<file path="config.mk">
export PLATFORM = sky130hd
export DESIGN_NAME = rv_mul_ctrl
export DESIGN_NICKNAME = d
export VERILOG_FILES = /design/src/rtl/rv_mul_ctrl.sv
export SDC_FILE = /design/constraint.sdc
export NUM_CORES = 1
export LEC_CHECK = 0
export ABC_AREA = 1
export CAP_MARGIN = 5
export CORE_UTILIZATION = 40
export DETAILED_ROUTE_END_ITERATION = 10
export PLACE_DENSITY_LB_ADDON = 0.05
export SLEW_MARGIN = 40
export SYNTH_ARGS = -nofsm -noshare
export SYNTH_HDL_FRONTEND = slang
export SYNTH_SLANG_ARGS = --single-unit
</file>
<file path="constraint.sdc">
create_clock -name clk -period 1.96 [get_ports clk]
set_input_delay 0.392 -clock clk [delete_from_list [all_inputs] [get_ports clk]]
set_output_delay 0.392 -clock clk [all_outputs]
set_load 0.05 [all_outputs]
</file>
<file path="src/rtl/rv_mul_ctrl.sv">
// Sequencing controller for the byte-serial MUL datapath: clears the product,
// then accumulates the ten byte partial products that reach the low 32 bits.
module rv_mul_ctrl #(
  parameter int SEL_W   = 2,
  parameter int SHIFT_W = 5,
  parameter int BYTE_W  = 8
) (
  input  logic               clk,
  input  logic               rst,
  input  logic               start,
  output logic               busy,
  output logic               done,
  output logic [SEL_W-1:0]   Ma_sel,
  output logic [SEL_W-1:0]   Mb_sel,
  output logic [SHIFT_W-1:0] Mshift_val,
  output logic               Mupd_prod,
  output logic               Mclr_prod
);

  localparam logic [1:0] ST_IDLE = 2'd0;
  localparam logic [1:0] ST_CLR  = 2'd1;
  localparam logic [1:0] ST_RUN  = 2'd2;
  localparam logic [1:0] ST_DONE = 2'd3;

  localparam logic [3:0] LAST_STEP = 4'd9;
  localparam int         BYTE_SH   = $clog2(BYTE_W);

  logic [1:0] state_q, state_d;
  logic [3:0] step_q, step_d;

  // NOTE: sequential state uses non-blocking assignments so every register
  // samples the pre-edge values, independent of statement order.
  always_ff @(posedge clk or posedge rst) begin
    if (rst) begin
      state_q <= ST_IDLE;
      step_q  <= 4'd0;
    end else begin
      state_q <= state_d;
      step_q  <= step_d;
    end
  end

  // NOTE: every signal written here gets a default first, so no path through
  // the case statement can leave it unassigned and infer a latch.
  always_comb begin
    state_d = state_q;
    step_d  = 4'd0;
    case (state_q)
      ST_IDLE: if (start) state_d = ST_CLR;
      ST_CLR:  state_d = ST_RUN;
      ST_RUN: begin
        if (step_q == LAST_STEP) begin
          state_d = ST_DONE;
        end else if (step_q > LAST_STEP) begin
          // Unreachable step values fall back to IDLE rather than run on.
          state_d = ST_IDLE;
        end else begin
          step_d = step_q + 4'd1;
        end
      end
      ST_DONE: state_d = ST_IDLE;
      default: state_d = ST_IDLE;
    endcase
  end

  // Byte-pair schedule; only pairs with i+j<=3 affect the low 32 bits.
  logic [SEL_W-1:0] sel_i, sel_j;
  logic             step_ok;

  always_comb begin
    sel_i   = '0;
    sel_j   = '0;
    step_ok = 1'b1;
    case (step_q)
      4'd0: begin sel_i = 2'd0; sel_j = 2'd0; end
      4'd1: begin sel_i = 2'd0; sel_j = 2'd1; end
      4'd2: begin sel_i = 2'd1; sel_j = 2'd0; end
      4'd3: begin sel_i = 2'd0; sel_j = 2'd2; end
      4'd4: begin sel_i = 2'd1; sel_j = 2'd1; end
      4'd5: begin sel_i = 2'd2; sel_j = 2'd0; end
      4'd6: begin sel_i = 2'd0; sel_j = 2'd3; end
      4'd7: begin sel_i = 2'd1; sel_j = 2'd2; end
      4'd8: begin sel_i = 2'd2; sel_j = 2'd1; end
      4'd9: begin sel_i = 2'd3; sel_j = 2'd0; end
      default: step_ok = 1'b0;
    endcase
  end

  logic [SEL_W-1:0] sel_sum;
  assign sel_sum = sel_i + sel_j;

  always_comb begin
    busy       = 1'b0;
    done       = 1'b0;
    Ma_sel     = '0;
    Mb_sel     = '0;
    Mshift_val = '0;
    Mupd_prod  = 1'b0;
    Mclr_prod  = 1'b0;
    case (state_q)
      ST_CLR: begin
        busy      = 1'b1;
        Mclr_prod = 1'b1;
      end
      ST_RUN: begin
        if (step_ok) begin
          busy       = 1'b1;
          Mupd_prod  = 1'b1;
          Ma_sel     = sel_i;
          Mb_sel     = sel_j;
          Mshift_val = SHIFT_W'(sel_sum) << BYTE_SH;
        end
      end
      ST_DONE: begin
        busy = 1'b1;
        done = 1'b1;
      end
      default: ;
    endcase
  end

endmodule

</file>
==> flow_summary.yaml, run 1 <==
pwr:
  peakVddDrop_mv: 0.8005
  power_density_nw_per_um2: 1415
  power_leakage_nw: 0.4838
worst_setup_path:
  worst-setup-path-type: "register to primary output"
  cp_max_fo: 4
  crit-reg2reg-launch: "step_q[2]"
  end_kind: "primary output"
  reg2reg_depth: 5
  crit_required_ps: 1570
  worstSetupStartpoint: "step_q[0]"
  cp_data_arrival_time_ps: 1990
  start_kind: "register"
  reg2reg_slack_ps: 630
  rr_endpoint: "step_q[2]"
cts:
  cts.sinks: 6
  cts_hold_buffers: 0
  clock_path_buffers: 2
  clk_pin_slew_ps: 50
  cts_tree: "built"
  cts_buffers: 3
  cts-htree-levels: 1
  root_buffer: "clkbuf_4"
  insertion_delay_ps: 250
  post_cts_buffers: 0
floorplanning:
  rows: 13
  die_area_um2: 1575
  die_w_um: 39.69
  die_y_um: 39.69
  core_um2: 1318
  ioPinCount: 16
  start_util: 0.4311
placement:
  placed_area_um2: 918.4
  place_congestion: 0.8231
  numPortBuffers: 12
  dp_hpwl_mm: 1.039
timing:
  fmax_mhz: 419.9
  skew_ps: 5.824
  hold_ws_ps: 352.8
  drv_slew: 0
  finalHoldViolations: 0
  finalCriticalPeriod_ps: 2381
  rsz0062_at_grt: "true"
  final.period_utilization: 1.215
  worst_slack_ps: -421.5
  setup_viol: 6
detailed_routing:
  antenna_left: 0
  first_iter_violations: 8
  wire_per_inst_um: 10.38
  vias: 594
  drc: 0
  drt_wl_total_mm: 1.318
  drt_first_pass_iters: 4
  route.detailed.vias_per_inst: 4.677
cells_and_area:
  antennaDiodeCount: 0
  drive_gt1_frac: 0.5625
  num-nets-final: 121
  areaGrowthSynthToFinish_pct: 79.96
  fin_area_um2: 1022
run_status:
  outcome: "finished, violations left"
  violations: "negative setup slack"
global_route:
  grt_antenna_before_repair: 0
  grt_use_total: 0.2125
  grt_pass1_vias: 587
  grt.overflow.total: 0
  grt_pass1_wl_mm: 2.235
  grt_max_degree: 8
yosys:
  yosysWarnings: 0
  yosysUniqueCellTypes: 19
  syn_inst: 87
  synthesis.area_um2: 568.0
  synth_seq_area_share: 0.2643
  ys_ff_latch: 6
  avgSynthCellArea_um2: 6.529
flow_run:
  maxCapViolCount: 0
worst_hold_path:
  hp-class: "primary input to async pin"
metal layers:
| metal | part of all wire | global-route usage | vias to the layer above |
|---|---|---|---|
| met5 | 0 | 0 | - |
| met3 | 0.019 | 0.03977 | 0 |
| met4 | 0 | 0.06897 | 0 |
| met2 | 0.59 | 0.4303 | 11 |
| li1 | - | - | 309 |
| met1 | 0.39 | 0.2062 | 274 |
final cells by class:
| type | instances | area [um2] |
|---|---|---|
| multi-input combinational | 60 | 473.0 |
| fill | 97 | 295.3 |
| timing repair buffer | 23 | 277.8 |
| sequential | 6 | 152.6 |
| inverter | 19 | 73.82 |
| clock buffer | 4 | 26.28 |
| tap | 15 | 18.77 |
worst max path at each step:
| stage | end | slack, ps |
|---|---|---|
| floorplan | Mshift_val[4] | -160 |
| global placement | Mshift_val[4] | -210 |
| detailed placement | Mshift_val[4] | -270 |
| CTS | Mshift_val[4] | -450 |
| global route | Mshift_val[4] | -540 |
| finish | Mshift_val[4] | -420 |
kinds of logic after synthesis:
kind of cell               share of synthesized area
and+or+nand+nor                               0.3612
buffers and inverters                         0.1850
DFF                                           0.2643
adders and majority gates                     0.1101
AOI/OAI and AO/OA                            0.04185
xor gates and xnor gates                     0.03084
other                                       0.006602
synth_stat cells:
cell      n  share of area
a31o_2    1          0.015
dfrtp_1   6           0.26
nand3_1   9          0.079
conb_1    1         0.0066
nor2_2    1          0.011
xor2_1    1          0.015
inv_2     1         0.0066
ha_1      5           0.11
inv_1    18           0.12
a21oi_1   2          0.018
nand2_2   2          0.022
buf_6     1          0.020
buf_4     3          0.040
o21ai_0   1         0.0088
nor2_1   15          0.099
xnor2_1   1          0.015
nand2_1  16           0.11
nand3_2   2          0.035
nor3_1    1         0.0088
per-stage QoR:
stage / total power [mW] / utilization / TNS, ps / setup slack [ps] / cells
after floorplan: 0.8350 / - / -210.9 / -160.9 / 89
after global placement: 1.188 / 0.6971 / -299.0 / -205.2 / 123
after detailed placement: 1.204 / 0.6971 / -380.9 / -271.0 / 123
after CTS: 1.432 / 0.7635 / -1275 / -451.2 / 127
after global routing: 1.553 / 0.7759 / -1925 / -535.0 / 127
final: 1.446 / 0.7759 / -1189 / -421.5 / 127
cell usage in the layout, fill, tap and decap left out:
| cell type | count |
|---|---|
| clkbuf_4 | 3 |
| o21ai_0 | 1 |
| dfrtp_2 | 2 |
| xnor2_1 | 1 |
| nand3_2 | 5 |
| nand3_4 | 1 |
| nand2_4 | 1 |
| nor3_4 | 1 |
| a31o_2 | 1 |
| conb_1 | 3 |
| nand3_1 | 5 |
| nand2_1 | 10 |
| dfrtp_1 | 4 |
| xor2_1 | 1 |
| a21oi_1 | 1 |
| inv_2 | 7 |
| inv_1 | 11 |
| nor2_2 | 4 |
| nor2_4 | 3 |
| ha_4 | 4 |
| nor2_1 | 9 |
| clkdlybuf4s50_1 | 2 |
| inv_4 | 1 |
| buf_4 | 13 |
| a21oi_4 | 1 |
| clkbuf_1 | 1 |
| nand2_2 | 7 |
| ha_2 | 1 |
| buf_12 | 8 |
worst max-delay path: stages, from the launching register on:
cell and delay, ps:
dfrtp_2 430, inv_4 60, ha_4 170, nand3_4 80, inv_2 40, nor3_4 190, inv_2 70, ha_4 160
inv_2 40, nand2_2 60, nand2_2 70, nand2_2 60, a21oi_4 140, buf_12 150
flip-flops by register name (all words and copies together) (netlist names):
name	count
state_q	2
step_q	4
power by group:
part / switching, mW / internal, mW / leakage [nW]
logic: 0.649 / 0.457 / 0.392
registers: 0.0513 / 0.163 / 0.0767
clock network: 0.0485 / 0.0774 / 0.0150
total: 0.749 / 0.698 / 0.484
repair_timing:
item / in CTS / in global routing
gates resized for setup: 19 / 4
hold endpoints to repair: 0 / 0
pin swaps: 7 / 1
endpoints found under the setup margin: 8 / 8
No activity file was read; power rests on OpenSTA's default activity.
==> run 2: changes to the inputs <==
- MAX_ROUTING_LAYER: unset -> met4
==> results of run 2 <==
Same layout as run 1: the final DEF is identical, and so are final timing and power.
Main changes from that run: final weighted congestion in routability-driven placement 0.8231 -> 0.8355; overall routing resource usage 0.2125 -> 0.2177
==> run 3: changes to the inputs <==
- PLACE_DENSITY: unset -> 0.75
- PLACE_DENSITY_LB_ADDON: 0.05 -> unset
==> run 3 against run 2 <==
  * The flow still finishes with violations (negative setup slack)
  * Die area stayed put
  * Utilization is 7.9 points higher
  * Sequential share of layout area is 1.4 points lower
  * Clock skew is 0.77 ps higher
  * Power is 8.9% higher
  * Cell count is 7.1% higher
  * Sequential cell count stayed put
  * Final area is 10% higher
  * Critical path type unchanged
==> flow_summary.yaml, run 3 (synthesis gave the netlist of run 1 again) <==
detailed_routing:
  drt_wl_total_mm: 1.748
  vias: 656
  drt_first_pass_iters: 4
  antenna_left: 0
  wire_per_inst_um: 12.85
  first_iter_violations: 19
  route.detailed.vias_per_inst: 4.824
  drc: 0
pwr:
  peakVddDrop_mv: 0.9155
  power_density_nw_per_um2: 1399
  p_int_uw: 770.5
  seq_power_share: 0.131
  netSwitchingFraction: 0.5110
  power_leakage_nw: 0.5265
  clkPwrFrac: 0.076
  power.switching_uw: 805.2
  p_comb_frac: 0.793
timing:
  worst_slack_ps: -465.2
  finalCriticalPeriod_ps: 2425
  finalHoldViolations: 0
  drv_slew: 0
  hold_ws_ps: 370.8
  rsz0062_at_grt: "true"
  setup_viol: 8
  final.period_utilization: 1.237
  skew_ps: 6.591
  fmax_mhz: 412.3
worst_setup_path:
  crit_top_cell: "nand2_2"
  crit-reg2reg-launch: "step_q[2]"
  path_depth: 13
  reg2reg_slack_ps: 600
  worstSetupStartpoint: "step_q[1]"
  reg2reg_depth: 5
  end_kind: "primary output"
  crit_path_end: "Mshift_val[4]"
  cp_num_buf_inv: 4
  crit_chain: "buf_6 > ha_4 > nand3_4 > nand2_4 > nor3_4 > inv_2 > ha_4 > inv_2 > nand2_2 > nand2_2 > nand2_2 > a21oi_4 > buf_12"
  cp_max_fo: 3
  crit_family: "simple AND/OR/NAND/NOR gates"
  critPathMaxStageDelay_ps: 410
  start_kind: "register"
  crit_required_ps: 1570
  rr_endpoint: "step_q[0]"
  worst-setup-path-type: "register to primary output"
  crit_slowest_cell: "dfrtp_1"
  cp_data_arrival_time_ps: 2030
cts:
  cts-htree-levels: 1
  cts_tree: "built"
  root_buffer: "clkbuf_4"
  clk_pin_slew_ps: 50
  cts_buffers: 3
  cts.sinks: 6
  insertion_delay_ps: 240
  cts_hold_buffers: 0
  clock_path_buffers: 2
floorplanning:
  die_w_um: 39.69
  core_um2: 1318
  die_area_um2: 1575
  start_util: 0.4311
  rows: 13
  ioPinCount: 16
  die_y_um: 39.69
cells_and_area:
  fin_area_um2: 1126
  areaGrowthSynthToFinish_pct: 98.24
  regMostFlops: "step_q"
  fill_cells: 72
  final_cell_mix: "21 x buf_4, 9 x inv_1, 9 x nor2_1, 9 x nand2_1, 9 x inv_2"
  multi_input_area_um2: 505.5
  final_common_cell: "buf_4"
  top_regs: "step_q (4), state_q (2)"
  register_area_um2: 152.6
  num-nets-final: 130
  drive_gt1_frac: 0.6198
  antennaDiodeCount: 0
  largest_register_ffs: 4
run_status:
  violations: "negative setup slack"
  outcome: "finished, violations left"
placement:
  dp_hpwl_mm: 1.128
  numPortBuffers: 12
  placed_area_um2: 948.4
  place_congestion: 0.8901
global_route:
  grt_max_degree: 7
  grt_pass1_vias: 560
  grt_use_total: 0.2058
  grt.overflow.total: 0
  grt_antenna_before_repair: 0
  grt_pass1_wl_mm: 2.104
flow_run:
  maxCapViolCount: 0
worst_hold_path:
  hp-class: "primary input to async pin"
## run 3: worst min-delay path by stage
stage / end / slack (ps) / cells after the start
floorplan: state_q[0] / 180 / 1
global placement: step_q[0] / 590 / 2
detailed placement: state_q[1] / 600 / 3
CTS: state_q[1] / 370 / 2
global route: state_q[1] / 400 / 2
finish: state_q[1] / 370 / 2
## run 3: metrics by stage
| stage | power [mW] | utilization | cells | setup TNS [ps] | setup WS (ps) |
|---|---|---|---|---|---|
| 2_1_floorplan | 0.8350 | - | 89 | -210.9 | -160.9 |
| 3_3_place_gp | 1.178 | 0.7198 | 127 | -251.9 | -182.0 |
| 3_5_place_dp | 1.203 | 0.7198 | 127 | -362.3 | -243.3 |
| 4_1_cts | 1.414 | 0.7816 | 133 | -1224 | -418.6 |
| 5_1_grt | 1.669 | 0.8547 | 136 | -2397 | -570.2 |
| 6_report | 1.576 | 0.8547 | 136 | -1731 | -465.2 |
## run 3: area by class of cell
class,instances,area share
clock buffer,4,0.02333
inverter,19,0.06556
multi-input combinational,60,0.4489
sequential,6,0.1356
tap,15,0.01667
timing repair buffer,32,0.3100
## run 3: power by group through the flow
stage          Combinational (mW)  Sequential, mW  Clock (mW)
2_1_floorplan               0.636           0.199           0
3_3_place_gp                0.975           0.203           0
3_5_place_dp                0.997           0.205           0
4_1_cts                      1.09           0.200       0.127
5_1_grt                      1.33           0.211       0.132
6_report                     1.25           0.207       0.120
## run 3: timing repair
item | 4_1_cts | 5_1_grt
gates resized for setup | 14 | 18
pin swaps | 8 | 8
buffers inserted | 2 | 3
setup endpoints to repair | 7 | 8
## run 3: layer usage
layer | wire [um] | part of all wire | GRT usage
met4 | 15 | 0.0086 | 0.07759
met1 | 660 | 0.38 | 0.1897
met2 | 1051 | 0.60 | 0.4221
met3 | 20 | 0.011 | 0.01705
met5 | 0 | 0 | -
